File: src/rtl/tick_count_ctrl.sv
// Tick-divided up/down counter with an IDLE/RUN/PAUSE command FSM.
// Define TICK_COUNT_CTRL_STEP_EN to enable single-step advances in IDLE and PAUSE.
module tick_count_ctrl #(
  parameter int unsigned CLK_DIV = 50000000,
  parameter int unsigned CNT_MAX = 9
) (
  input  logic       CLK,
  input  logic       RST_N,
  input  logic       START,
  input  logic       STOP,
  input  logic       STEP,
  input  logic       DIR,
  output logic [3:0] COUNT,
  output logic       TICK,
  output logic       WRAP,
  output logic       RUNNING
);

  localparam int               DIV_W    = $clog2(CLK_DIV);
  localparam logic [DIV_W-1:0] DIV_LAST = DIV_W'(CLK_DIV - 1);
  localparam logic [3:0]       CNT_TOP  = 4'(CNT_MAX);

  typedef enum logic [1:0] {IDLE, RUN, PAUSE} state_e;
  typedef enum logic [1:0] {CMD_NONE, CMD_STOP, CMD_START, CMD_STEP} cmd_e;

  state_e           state_q, state_d;
  logic [DIV_W-1:0] div_q, div_d;
  logic [3:0]       cnt_q, cnt_d;
  logic             tick_q, tick_d;
  logic             wrap_q, wrap_d;
  logic             run_q, run_d;

  cmd_e             cmd;
  logic             step_req;
  logic             advance;
  logic [3:0]       adv_cnt;
  logic             adv_wrap;

`ifdef TICK_COUNT_CTRL_STEP_EN
  assign step_req = STEP;
`else
  logic step_unused;
  assign step_unused = STEP;
  assign step_req    = 1'b0;
`endif

  // One command per cycle: STOP beats START beats STEP.
  always_comb begin
    cmd = CMD_NONE;
    if (STOP)          cmd = CMD_STOP;
    else if (START)    cmd = CMD_START;
    else if (step_req) cmd = CMD_STEP;
  end

  always_comb begin
    adv_cnt  = cnt_q;
    adv_wrap = 1'b0;
    if (DIR) begin
      if (cnt_q == CNT_TOP) begin
        adv_cnt  = 4'd0;
        adv_wrap = 1'b1;
      end else begin
        adv_cnt  = cnt_q + 4'd1;
      end
    end else begin
      if (cnt_q == 4'd0) begin
        adv_cnt  = CNT_TOP;
        adv_wrap = 1'b1;
      end else begin
        adv_cnt  = cnt_q - 4'd1;
      end
    end
  end

  always_comb begin
    state_d = state_q;
    div_d   = div_q;
    cnt_d   = cnt_q;
    tick_d  = 1'b0;
    wrap_d  = 1'b0;
    advance = 1'b0;
    case (state_q)
      IDLE: begin
        case (cmd)
          CMD_START: begin
            state_d = RUN;
            div_d   = '0;
          end
          CMD_STEP: advance = 1'b1;
          default: ;
        endcase
      end
      RUN: begin
        // STOP on the terminal count leaves the divider at its last value,
        // so the tick fires on the first RUN cycle after resuming.
        if (cmd == CMD_STOP) begin
          state_d = PAUSE;
        end else if (div_q == DIV_LAST) begin
          div_d   = '0;
          tick_d  = 1'b1;
          advance = 1'b1;
        end else begin
          div_d   = div_q + 1'b1;
        end
      end
      PAUSE: begin
        case (cmd)
          CMD_STOP: begin
            state_d = IDLE;
            div_d   = '0;
            cnt_d   = 4'd0;
          end
          CMD_START: state_d = RUN;
          CMD_STEP:  advance = 1'b1;
          default: ;
        endcase
      end
      default: state_d = IDLE;
    endcase
    if (advance) begin
      cnt_d  = adv_cnt;
      wrap_d = adv_wrap;
    end
  end

  assign run_d = (state_d == RUN);

  always_ff @(posedge CLK or negedge RST_N) begin
    if (!RST_N) begin
      state_q <= IDLE;
      div_q   <= '0;
      cnt_q   <= 4'd0;
      tick_q  <= 1'b0;
      wrap_q  <= 1'b0;
      run_q   <= 1'b0;
    end else begin
      state_q <= state_d;
      div_q   <= div_d;
      cnt_q   <= cnt_d;
      tick_q  <= tick_d;
      wrap_q  <= wrap_d;
      run_q   <= run_d;
    end
  end

  assign COUNT   = cnt_q;
  assign TICK    = tick_q;
  assign WRAP    = wrap_q;
  assign RUNNING = run_q;

endmodule

File: config.mk
export PLATFORM = sky130hd
export DESIGN_NAME = tick_count_ctrl
export DESIGN_NICKNAME = d
export VERILOG_FILES = /design/src/rtl/tick_count_ctrl.sv
export SDC_FILE = /design/constraint.sdc
export NUM_CORES = 1
export LEC_CHECK = 0
export BUFFER_PORTS_ARGS = -buffer_cell sky130_fd_sc_hd__buf_2
export CAP_MARGIN = 20
export CORE_MARGIN = 3
export CORE_UTILIZATION = 55
export DETAILED_ROUTE_END_ITERATION = 8
export PLACE_DENSITY = 0.73
export SLEW_MARGIN = 30
export SYNTH_ARGS = -nofsm -noshare
export SYNTH_HDL_FRONTEND = slang
export SYNTH_SLANG_ARGS = --single-unit
File: constraint.sdc
create_clock -name CLK -period 4.9 [get_ports CLK]
set_input_delay 0 -clock CLK [delete_from_list [all_inputs] [get_ports CLK]]
set_output_delay 0 -clock CLK [all_outputs]
set_load 0.005 [all_outputs]
---- After elaboration in Yosys (flattened, before gate mapping) ----
Index checks and enable logic that the tools add are counted.
storage, ports and cells
  register bits after elaboration ......... 35
  latch bits .............................. 0
  RAM bits ................................ 0
  bits in read-only memories .............. 0
  bits of input ports ..................... 6
  output and inout port bits .............. 7
  logic and storage cells ................. 54
  memories ................................ 0
operators by class
  add/subtract/negate cells ............... 3
  $mul .................................... 0
  divide/modulo/power cells ............... 0
  $lt $le $gt $ge ......................... 0
  eq/ne operators ......................... 11
  shifts and indexed selects .............. 0
  muxes and demuxes ....................... 26
  bitwise gates (word level) .............. 0
  reduce and logical (&&, ||, !) cells .... 8
operators with widths
  kind                   number
  $mux 26                4
  $pmux 26 s3            1
  $add 26x1->26 const B  1
  $eq 26x26->1 const B   1
  $mux 4                 6
  $mux 1                 8
  $mux 2                 4
  $eq 2x1->1 const B     3
  $eq 2x2->1 const B     3
  $ne 2x2->1 const B     3
  $pmux 2 s3             1
  $add 4x1->4 const B    1
  $eq 4x4->1 const B     1
  $logic_not 4->1        1
  $pmux 2 s2             1
  $reduce_and 4->1       1
  $reduce_bool 2->1      2
  $sub 4x1->4 const B    1
  $reduce_bool 3->1      1
  $logic_not 2->1        1
  $pmux 1 s2             1
  $reduce_and 2->1       1
  $reduce_or 2->1        1

---- Longest topological paths before layout ----
Gate-level depths: netlist of the first run.
  depth after elaboration ................. 7
  gate-level depth with buffers ........... 8
  depth with buffers taken out ............ 7

---- Worst setup path before layout of the first run ----
Ideal clock, no wire load.
  path type ............................... reg2reg
  start ................................... register div_q[0]
  end ..................................... register div_q[9]
  library setup time ...................... 126 ps
  arrival time ............................ 1784 ps
  required time ........................... 4774 ps
  path slack .............................. 2990 ps
  cell stages (with the launch flop) ...... 9
  path buffers ............................ 2
  period minus slack after synthesis ...... 1910 ps
  path through ............................ dfrtp_1 > ha_1 > and4_1 > nand3_1 > o41a_1 > buf_6 > buf_6 > a21oi_2 > mux2i_1
between the ends
  longest elaborated chain between the ends .. 4
  elaborated cells between the ends (all ways) .. 5
  those cells by class .................... add/sub: 1; eq/ne: 1; mux: 3
ends and longest elaborated chain
  what                                           RTL line  text
  start: declaration                             27        logic [DIV_W-1:0] div_q, div_d;
  start signal: assignment                       138       div_q <= div_d;
  $add 26x1->26 or $eq 26x26->1 (tied branches)  103, 98
  $mux 26 *                                      98        end else if (div_q == DIV_LAST) begin
  $mux 26 *                                      96        if (cmd == CMD_STOP) begin
  $pmux 26 s3 *                                  82        case (state_q)
Mark *: on every way between the ends. The rest lies on a longest branch, timed or not. The select of a mux whose other input is x is not followed.
A chain may end at the register's enable or synchronous reset.

---- Worst setup path after layout of the first run ----
  start ................................... register div_q[0]
  end ..................................... register div_q[14]
Same word-level chain as after synthesis.

==> results.ini, run 1 <==
[route]
via_count = 1907
antenna_left = 0
drt_iter0_markers = 182
wire_per_inst_um = 15.05
via_per_inst = 6.336
routed_wl_um = 4529
dr.pass1.iters = 4
drc = 0

[placement]
portBuffers = 11
place_hpwl_um = 3153
place_congestion = 0.8837
postPlaceCellArea_um2 = 2223

[sta]
setup_viol = 0
fin_crit_ps = 2381
rsz0062_at_grt = no
max_freq_ghz = 0.4200
post-route-period-util_pct = 48.59
hold_viol = 0
maxSlewHeadroom_pct = 45.69
worst_pin_slew_ps = 814.7
slew_viol_final = 0
setup-tns-final_ps = 0
skew_ps = 4.852

[clock_tree]
clk_latency_ps = 280
root_buffer = clkbuf_8
cts_buffers = 5
cts_tree = done
cts_buffer_depth = 2
htree_levels = 2
post_cts_resized = 0
path_clk_slew_ps = 70
cts.sink_count = 35

[worst_setup_path]
cp-end-kind = flop
reg2reg_from = div_q[0]$_DFFE_PN0P_
crit_start = div_q[0]$_DFFE_PN0P_
start_kind = flop
critical_path_class = flop to flop
crit_chain = ha_1 -> and4_1 -> nand3_1 -> o41ai_2 -> buf_4 -> nor2_1 -> a22o_1
cp.arrival_ps = 2560
crit_cells = 7
r2r_cells = 7
required_ps = 5080
slowest_stage = o41ai_2
cp_max_fo = 7
crit_family = compound AO/OA/AOI/OAI gates
critPathMaxStageDelay_ps = 630
crit_buf_inv = 1

[die]
fp.dieH_um = 68.68
placementRows = 22
start_util_pct = 58.15
core_region_area_um2 = 3716
fp.dieW_um = 68.68
pin_count = 13
dieArea_um2 = 4717

[global_routing]
antenna_found_initial = 0
grt_overflow = 0
gr-usage-all-layers_pct = 21.94
grt_pass1_vias = 1645
grt_max_degree = 36
grt_pass1_wl_um = 7686

[logic_synthesis]
synth_top_area_cell = dfrtp_1
async_reset_ff_share_pct = 100.0
synth_edf_count = 0
ys_seq_area_share_pct = 40.53
postSynthAreaPerCell_um2 = 8.820
synthFlopType = dfrtp_1
ys_ff_latch = 35
yosysWarnings = 0
synth_nets = 255
ys_types = 47
synth_area_leaders = dfrtp_1 (41%), a31oi_1 (4.6%), nand2_1 (4.2%)
synth_area_um2 = 2161
yosysTopAreaCellShare_pct = 40.53
synth_cells = 245

[layout]
layout_common_cells = dfrtp_1 (35), nand2_1 (24), nor2_1 (16), a31oi_1 (16), o21ai_0 (15)
syn_to_final_growth_pct = 7.991
drive_gt1_share_pct = 12.25
layout.nets = 262
antennaDiodeCount = 0
fin_area_um2 = 2333
n_fill_cell = 336
layout_commonest_cell = dfrtp_1

[hold_path]
hp-class = input port to flop
min-delay-start = STOP
holdPathStages = 2

[job]
drv_cap = 0

[power_and_ir_drop]
powerDensity_nw_per_um2 = 263.0
ir_drop_mv = 0.1729
p_leak_uw = 0.0009376

[status]
status = finished, final reports clean

flip-flops by register name, summed over array words and instances, names as in the netlist:
| name | flops |
|---|---|
| RUNNING | 1 |
| div_q | 26 |
| state_q | 2 |
| TICK | 1 |
| COUNT | 4 |
| WRAP | 1 |
area by class of cell:
class / instances / area [um2] / area share [%]
multi-input cells: 188 / 1187 / 50.88
flip-flops and latches: 35 / 875.8 / 37.53
clock buffers: 8 / 100.1 / 4.290
repair buffers: 14 / 80.08 / 3.432
well taps: 48 / 60.06 / 2.574
inverters: 8 / 30.03 / 1.287
through the flow:
| step | util [%] | worst slack [ps] | hold WS [ps] | cells | power (uW) |
|---|---|---|---|---|---|
| after floorplan | - | 2990 | -295.6 | 245 | 370.2 |
| after global placement | 59.80 | 2295 | 129.6 | 292 | 389.3 |
| after detailed placement | 59.83 | 2523 | 133.5 | 292 | 391.5 |
| after CTS | 62.79 | 2513 | 16.32 | 301 | 617.9 |
| after global routing | 62.79 | 2330 | 26.08 | 301 | 643.4 |
| final | 62.79 | 2519 | 20.93 | 301 | 613.6 |
layer usage:
| layer | wire (um) | global-route usage [%] | share of wire (%) | up-vias |
|---|---|---|---|---|
| li1 | - | - | - | 942 |
| met1 | 2229 | 31.21 | 49 | 917 |
| met2 | 2063 | 32.78 | 46 | 43 |
| met3 | 183 | 5.348 | 4.0 | 5 |
| met4 | 53 | 6.700 | 1.2 | 0 |
| met5 | 0 | 0 | 0 | - |
Yosys cell counts, types with 4 or more instances:
| master | count |
|---|---|
| a21oi_1 | 7 |
| a31oi_1 | 16 |
| and3_1 | 4 |
| clkbuf_1 | 6 |
| dfrtp_1 | 35 |
| ha_1 | 4 |
| inv_1 | 8 |
| nand2_1 | 24 |
| nand2b_1 | 8 |
| nand3_1 | 13 |
| nand4_1 | 14 |
| nor2_1 | 16 |
| nor3_1 | 7 |
| nor4_1 | 5 |
| o21ai_0 | 15 |
repair_timing:
| action | 4_1_cts | 5_1_grt |
|---|---|---|
| setup buffers | 0 | 0 |
| hold endpoints to repair | 35 | 0 |
| hold buffers | 1 | 0 |
report_power, final:
part | leakage [uW] | internal (uW) | switching (uW) | total (uW)
clock network | 0.0000515 | 128 | 98.8 | 227
logic | 0.000402 | 23.9 | 49.4 | 73.3
registers | 0.000484 | 299 | 13.9 | 313
total | 0.000938 | 452 | 162 | 614
cells by family after synthesis:
kind of cell	Yosys count	synth area share (%)
multiplexers	2	0.9265
AO/OA/AOI/OAI	69	22.06
buffers and inverters	22	5.211
XOR/XNOR	3	1.216
AND/OR/NAND/NOR	110	27.74
flip-flops	35	40.53
adder cells (fa/ha/maj)	4	2.316
final timing paths:
| check | endpoint | slack (ps) |
|---|---|---|
| setup / recovery | div_q[14]$_DFFE_PN0P_ | 2520 |
| hold / removal | state_q[0]$_DFF_PN0_ | 20 |
| setup reg to reg | div_q[14]$_DFFE_PN0P_ | 2520 |
| hold reg to reg | div_q[23]$_DFFE_PN0P_ | 530 |
| max in group asynchronous | RUNNING$_DFF_PN0_ | 4090 |
| min in group asynchronous | COUNT[3]$_DFFE_PN0P_ | 330 |
Power figures use the tool's default switching activity.
==> run 2: changes to the inputs <==
==> constraint.sdc (replaced) <==
create_clock -name CLK -period 2.2 [get_ports CLK]
set_input_delay 0 -clock CLK [delete_from_list [all_inputs] [get_ports CLK]]
set_output_delay 0 -clock CLK [all_outputs]
set_load 0.005 [all_outputs]
==> run 2 against run 1 <==
Compared with the run above:
- first-iteration DRC count is 36% lower
- sequential power is 120% higher
- critical path type unchanged
- clock power is 95% higher
- die area stayed put
- count of clock-buffer cells in the layout is 3 lower
- maximum frequency is 15% higher
- flip-flop and latch count stayed put
- critical endpoint is now div_q[19]$_DFFE_PN0P_
==> results.ini, run 2 (same netlist as run 1, synthesis figures left out) <==
[job]
drv_cap = 0  ; unchanged

[sta]
setup_viol = 0  ; unchanged
worst_pin_slew_ps = 771.2  ; -43.49 ps
maxSlewHeadroom_pct = 48.59  ; +2.9 points
fin_crit_ps = 2062  ; -318.7 ps
post-route-period-util_pct = 93.73  ; +45 points
max_freq_ghz = 0.4849  ; +15%
skew_ps = 7.202  ; +2.350 ps
setup-tns-final_ps = 0  ; unchanged
slew_viol_final = 0  ; unchanged
rsz0062_at_grt = no
hold_viol = 0  ; unchanged

[layout]
top_register = div_q
layout_commonest_cell = dfrtp_1
layout_common_cells = dfrtp_1 (35), nand2_1 (24), buf_4 (19), nor2_1 (16), a31oi_1 (16)
instances_no_fill = 318  ; +5.6%
largest_reg_flops = 26  ; unchanged
n_fill_cell = 310  ; -7.7%
syn_to_final_growth_pct = 13.67
antennaDiodeCount = 0  ; unchanged
drive_gt1_share_pct = 18.15  ; +5.9 points
layout.nets = 279  ; +6.5%

[route]
routed_wl_um = 4818  ; +6.4%
via_per_inst = 6.198  ; -2.2%
wire_per_inst_um = 15.15  ; +0.69%
antenna_left = 0  ; unchanged
drc = 0  ; unchanged
drt_iter0_markers = 116  ; -36%
via_count = 1971  ; +3.4%
dr.pass1.iters = 4  ; unchanged

[die]
dieArea_um2 = 4717  ; unchanged
pin_count = 13  ; unchanged
fp.dieW_um = 68.68  ; unchanged
core_region_area_um2 = 3716  ; unchanged
fp.dieH_um = 68.68  ; unchanged
start_util_pct = 58.15  ; unchanged
placementRows = 22  ; unchanged

[worst_setup_path]
crit_family = compound AO/OA/AOI/OAI gates
required_ps = 2380  ; -2700 ps
crit_buf_inv = 1  ; unchanged
critical_path_class = flop to flop
slowest_stage = dfrtp_1
critPathMaxStageDelay_ps = 440  ; -190 ps
cp_max_fo = 14  ; +7
crit_start = div_q[1]$_DFFE_PN0P_
r2r_cells = 7  ; unchanged
reg2reg_from = div_q[1]$_DFFE_PN0P_
cp.arrival_ps = 2240  ; -320 ps
start_kind = flop
crit_cells = 7  ; unchanged
crit_chain = ha_4 -> and4_1 -> nand3_1 -> o41a_1 -> buf_4 -> a21o_1 -> a21o_1
cp-end-kind = flop
path_common_cell = a21o_1

[power_and_ir_drop]
p_seq_share_pct = 52.5  ; +1.4 points
switchingPower_uw = 376.3  ; +130%
ir_drop_mv = 0.5523  ; +220%
power_frac_comb_pct = 14.2  ; +2.3 points
power_frac_clock_pct = 33.3  ; -3.7 points
p_int_uw = 956.8  ; +110%
p_leak_uw = 0.001015  ; +8.3%
powerDensity_nw_per_um2 = 542.8  ; +110%
swShare_pct = 28.23  ; +1.8 points

[hold_path]
holdPathStages = 2  ; unchanged
hp-class = input port to flop
min-delay-start = STOP

[clock_tree]
htree_levels = 2  ; unchanged
path_clk_slew_ps = 70  ; about the same
cts_tree = done
root_buffer = clkbuf_8
cts_buffer_depth = 2  ; unchanged
clk_latency_ps = 280  ; about the same
cts.sink_count = 35  ; unchanged
cts_buffers = 5  ; unchanged

[placement]
place_hpwl_um = 3458  ; +9.7%
dpl.cell_count = 306  ; +4.8%
place_congestion = 0.8754  ; -0.94%
portBuffers = 11  ; unchanged

[global_routing]
grt_pass1_vias = 1739  ; +5.7%
grt_pass1_wl_um = 8155  ; +6.1%
grt_max_degree = 36  ; unchanged
antenna_found_initial = 0  ; unchanged
gr-usage-all-layers_pct = 23.17  ; +1.2 points
grt_overflow = 0  ; unchanged

[status]
status = finished, final reports clean

## run 2: cell type report
cell class | instances | area (um2) | share of cell area (%)
Tap cell | 48 | 60.06 | 2.445
Inverter | 8 | 30.03 | 1.223
Clock inverter | 3 | 15.01 | 0.6113
Clock buffer | 5 | 68.82 | 2.802
Sequential cell | 35 | 875.8 | 35.66
Multi-Input combinational cell | 188 | 1199 | 48.80
Timing Repair Buffer | 31 | 207.7 | 8.456
## run 2: power by group through the flow
stage,clock [uW],sequential [uW],combinational [uW]
after floorplan,0,702,123
after global placement,0,708,175
after detailed placement,0,708,179
after CTS,453,696,181
after global routing,480,704,209
final,443,700,190
## run 2: path summary, 6_finish.rpt
path | end | slack, ps
setup / recovery | div_q[19]$_DFFE_PN0P_ | 140
hold / removal | RUNNING$_DFF_PN0_ | 20
setup reg to reg | div_q[19]$_DFFE_PN0P_ | 140
hold reg to reg | div_q[23]$_DFFE_PN0P_ | 520
max in group asynchronous | div_q[7]$_DFFE_PN0P_ | 1380
min in group asynchronous | div_q[11]$_DFFE_PN0P_ | 330
## run 2: stage by stage
step / hold slack, ps / total power, uW / area, um2 / utilization [%] / setup WS [ps]
2_1_floorplan: -295.6 / 824.6 / 2161 / - / 289.8
3_3_place_gp: 120.7 / 882.7 / 2327 / 62.63 / 154.6
4_1_cts: 6.727 / 1330 / 2421 / 65.15 / 120.8
5_1_grt: 28.47 / 1393 / 2456 / 66.09 / 16.98
6_report: 15.58 / 1333 / 2456 / 66.09 / 137.9
3_5_place_dp: 128.4 / 887.6 / 2327 / 62.63 / 130.6
## run 2: per-layer routing
metal  vias to the layer above  track usage, %  part of all wire (%)
met5                         -               0                     0
met4                         0           6.700                  0.91
met3                         4           4.862                   3.4
met2                        41           36.11                    45
met1                       952           32.37                    50
li1                        974               -                     -
## run 2: repair_timing
item                                    in CTS  in global routing
hold endpoints to repair                    35                  0
buffers inserted                             0                  3
resized for setup                            0                  2
endpoints found under the setup margin       0                  6
hold buffers                                 1                  0
==> run 3: changes to the inputs <==
--- a/config.mk
+++ b/config.mk
@@ -5,6 +5,7 @@
 export SDC_FILE = /design/constraint.sdc
 export NUM_CORES = 1
 export LEC_CHECK = 0
+export ABC_AREA = 1
 export BUFFER_PORTS_ARGS = -buffer_cell sky130_fd_sc_hd__buf_2
 export CAP_MARGIN = 20
 export CORE_MARGIN = 3
==> run 3 against run 2 <==
Compared with the run above:
- cell area grew 6.4%
- global-route usage is 0.61 points higher
- sequential power decreased by 3.6%
- non-clock buffer count is 16 lower
- sequential share of layout area decreased by 2.1 points
- register-to-register slack better by 150 ps
==> results.ini, run 3 <==
[layout]
fin_area_um2 = 2613  ; +6.4%
n_fill_cell = 374  ; +21%
drive_gt1_share_pct = 10.37  ; -7.8 points
top_register = div_q
layout_common_cells = nand2_1 (114), nor2_1 (62), inv_1 (38), dfrtp_1 (35), nand3_1 (31)
antennaDiodeCount = 0  ; unchanged
layout_commonest_cell = nand2_1
syn_to_final_growth_pct = 9.606
largest_reg_flops = 26  ; unchanged
layout.nets = 385  ; +38%

[clock_tree]
path_clk_slew_ps = 70  ; about the same
cts.sink_count = 35  ; unchanged
cts_tree = done
post_cts_resized = 0  ; unchanged
cts_buffer_depth = 2  ; unchanged
htree_levels = 2  ; unchanged
root_buffer = clkbuf_8
clk_latency_ps = 290  ; about the same
cts_buffers = 5  ; unchanged

[sta]
setup_viol = 0  ; unchanged
rsz0062_at_grt = no
maxSlewHeadroom_pct = 47.83  ; -0.75 points
fin_crit_ps = 1917  ; -145.3 ps
hold_viol = 0  ; unchanged
setup-tns-final_ps = 0  ; unchanged
slew_viol_final = 0  ; unchanged
post-route-period-util_pct = 87.13  ; -6.6 points
skew_ps = 5.119  ; -2.084 ps
worst_pin_slew_ps = 782.5  ; +11.32 ps
max_freq_ghz = 0.5217  ; +7.6%

[worst_setup_path]
critPathMaxStageDelay_ps = 570  ; +130 ps
path_common_cell = inv_1
r2r_cells = 7  ; unchanged
slowest_stage = dlygate4sd3_1
critical_path_class = flop to flop
crit_chain = inv_1 -> nor2_4 -> inv_1 -> nor2_1 -> inv_1 -> o31ai_1 -> dlygate4sd3_1
crit_start = state_q[0]$_DFF_PN0_
cp.arrival_ps = 2150  ; -90 ps
reg2reg_from = state_q[0]$_DFF_PN0_
cp_max_fo = 14  ; unchanged
start_kind = flop
r2r_end = RUNNING$_DFF_PN0_
r2r_slack_ps = 280  ; +150 ps
required_ps = 2430  ; +50 ps
cp-end-kind = flop

[global_routing]
grt_pass1_vias = 2104  ; +21%
gr-usage-all-layers_pct = 23.78  ; +0.61 points
grt_pass1_wl_um = 9611  ; +18%
grt_max_degree = 36  ; unchanged
antenna_found_initial = 0  ; unchanged
grt_overflow = 0  ; unchanged

[die]
placementRows = 23  ; +4.5%
pin_count = 13  ; unchanged
fp.dieW_um = 71.83  ; +4.6%
core_region_area_um2 = 4086  ; +10%
fp.dieH_um = 71.83  ; +4.6%
dieArea_um2 = 5160  ; +9.4%
start_util_pct = 58.33  ; +0.18 points

[logic_synthesis]
synth_common_cells = nand2_1 (114), nor2_1 (62), inv_1 (38)
postSynthAreaPerCell_um2 = 6.677  ; -24%
ys_ff_latch = 35  ; unchanged
ys_types = 30  ; -36%
synth_edf_count = 0  ; unchanged
synth_xor_area_share_pct = 2.205  ; +0.99 points
synthSimpleGateAreaFrac_pct = 44.62  ; +17 points
synth_most_common_cell = nand2_1
muxShareOfSynthArea_pct = 0  ; -0.93 points
synth_fa_ha_area_share_pct = 2.100  ; -0.22 points
yosysTopAreaCellShare_pct = 36.75  ; -3.8 points
yosysWarnings = 0  ; unchanged
synth_area_um2 = 2384  ; +10%
synth_top_area_cell = dfrtp_1
synth_cells = 357  ; +46%
synth_top_family_by_area = simple AND/OR/NAND/NOR gates
synth_area_leaders = dfrtp_1 (37%), nand2_1 (18%), nor2_1 (9.8%)
synthFlopType = dfrtp_1
ys_seq_area_share_pct = 36.75  ; -3.8 points
async_reset_ff_share_pct = 100.0  ; unchanged
synth_nets = 367  ; +44%
synth_compound_area_share_pct = 6.352  ; -16 points

[route]
drc = 0  ; unchanged
via_count = 2322  ; +18%
wire_per_inst_um = 13.10  ; -14%
routed_wl_um = 5579  ; +16%
drt_iter0_markers = 220  ; +90%
via_per_inst = 5.451  ; -12%
antenna_left = 0  ; unchanged
dr.pass1.iters = 5  ; +1

[power_and_ir_drop]
powerDensity_nw_per_um2 = 520.9  ; -4.0%
ir_drop_mv = 0.4419  ; -20%
p_leak_uw = 0.001273  ; +25%

[status]
status = finished, final reports clean

[placement]
postPlaceCellArea_um2 = 2479  ; +6.5%
place_hpwl_um = 4135  ; +20%
portBuffers = 11  ; unchanged
place_congestion = 0.8762  ; about the same

[job]
drv_cap = 0  ; unchanged

[hold_path]
hold-path-endpoint = state_q[0]$_DFF_PN0_
holdPathStages = 2  ; unchanged
min-delay-start = STOP
hp-class = input port to flop

==> run 3: cell types whose count changed in the layout (fill, tap and decap cells not counted), sizes merged, moves of 7 or more <==
cell,previous run,this run
a31oi,16,0
buf,30,12
inv,8,39
nand2,24,119
nand2b,8,0
nand3,13,33
nor2,17,69
nor4,7,0
==> run 3: worst max-delay path, delay by kind of cell (launching register included) <==
family,cells,cell delay (ps)
buf+inv,4,860
simple gates,2,560
flops,1,370
compound gates,1,70
==> run 3: repair_timing <==
action,4_1_cts,5_1_grt
buffers inserted,0,0
hold buffers,3,0
endpoints found under the setup margin,0,0
endpoints found under the hold margin,37,0
==> run 3: layer usage <==
| metal | part of all wire [%] | vias up | global-route usage, % |
|---|---|---|---|
| met4 | 1.6 | 0 | 6.263 |
| met5 | 0 | - | 0 |
| met2 | 44 | 90 | 37.65 |
| met1 | 46 | 1047 | 33.13 |
| met3 | 8.0 | 16 | 5.049 |
| li1 | - | 1169 | - |
==> run 3: where the power goes <==
group	switching (uW)	internal [uW]	total, uW
Sequential	15.0	660	675
Clock	245	285	530
Combinational	115	41.4	156
==> run 3: cells by family after synthesis <==
family | after synthesis
AOI/OAI and AO/OA | 28
xor gates and xnor gates | 6
adders and majority gates | 4
buffers and inverters | 45
DFF | 35
and+or+nand+nor | 239
==> run 3: worst max path at each step <==
| stage | to | slack, ps | cells past startpoint |
|---|---|---|---|
| after floorplan | div_q[22]$_DFFE_PN0P_ | 830 | 10 |
| after global placement | div_q[25]$_DFFE_PN0P_ | 560 | 8 |
| after detailed placement | div_q[23]$_DFFE_PN0P_ | 530 | 8 |
| after CTS | RUNNING$_DFF_PN0_ | 310 | 7 |
| after global routing | RUNNING$_DFF_PN0_ | 160 | 7 |
| final | RUNNING$_DFF_PN0_ | 280 | 7 |
==> run 3: layout make-up <==
class / count / area (um2) / area share, %
multi-input combinational: 277 / 1318 / 50.43
sequential: 35 / 875.8 / 33.52
inverter: 41 / 160.2 / 6.130
clock buffer: 7 / 96.34 / 3.688
timing repair buffer: 15 / 92.59 / 3.544
tap: 50 / 62.56 / 2.395
clock inverter: 1 / 7.507 / 0.2874
==> run 3: per-stage QoR <==
| step | setup slack [ps] | power, uW | utilization, % | hold WS (ps) | cells |
|---|---|---|---|---|---|
| floorplan | 828.7 | 793.5 | - | -295.6 | 357 |
| global placement | 555.8 | 834.9 | 60.66 | 125.0 | 415 |
| detailed placement | 525.5 | 838.9 | 60.66 | 133.2 | 415 |
| CTS | 309.3 | 1368 | 63.93 | 4.447 | 426 |
| global route | 163.5 | 1423 | 63.93 | 27.00 | 426 |
| finish | 283.2 | 1361 | 63.93 | 16.39 | 426 |
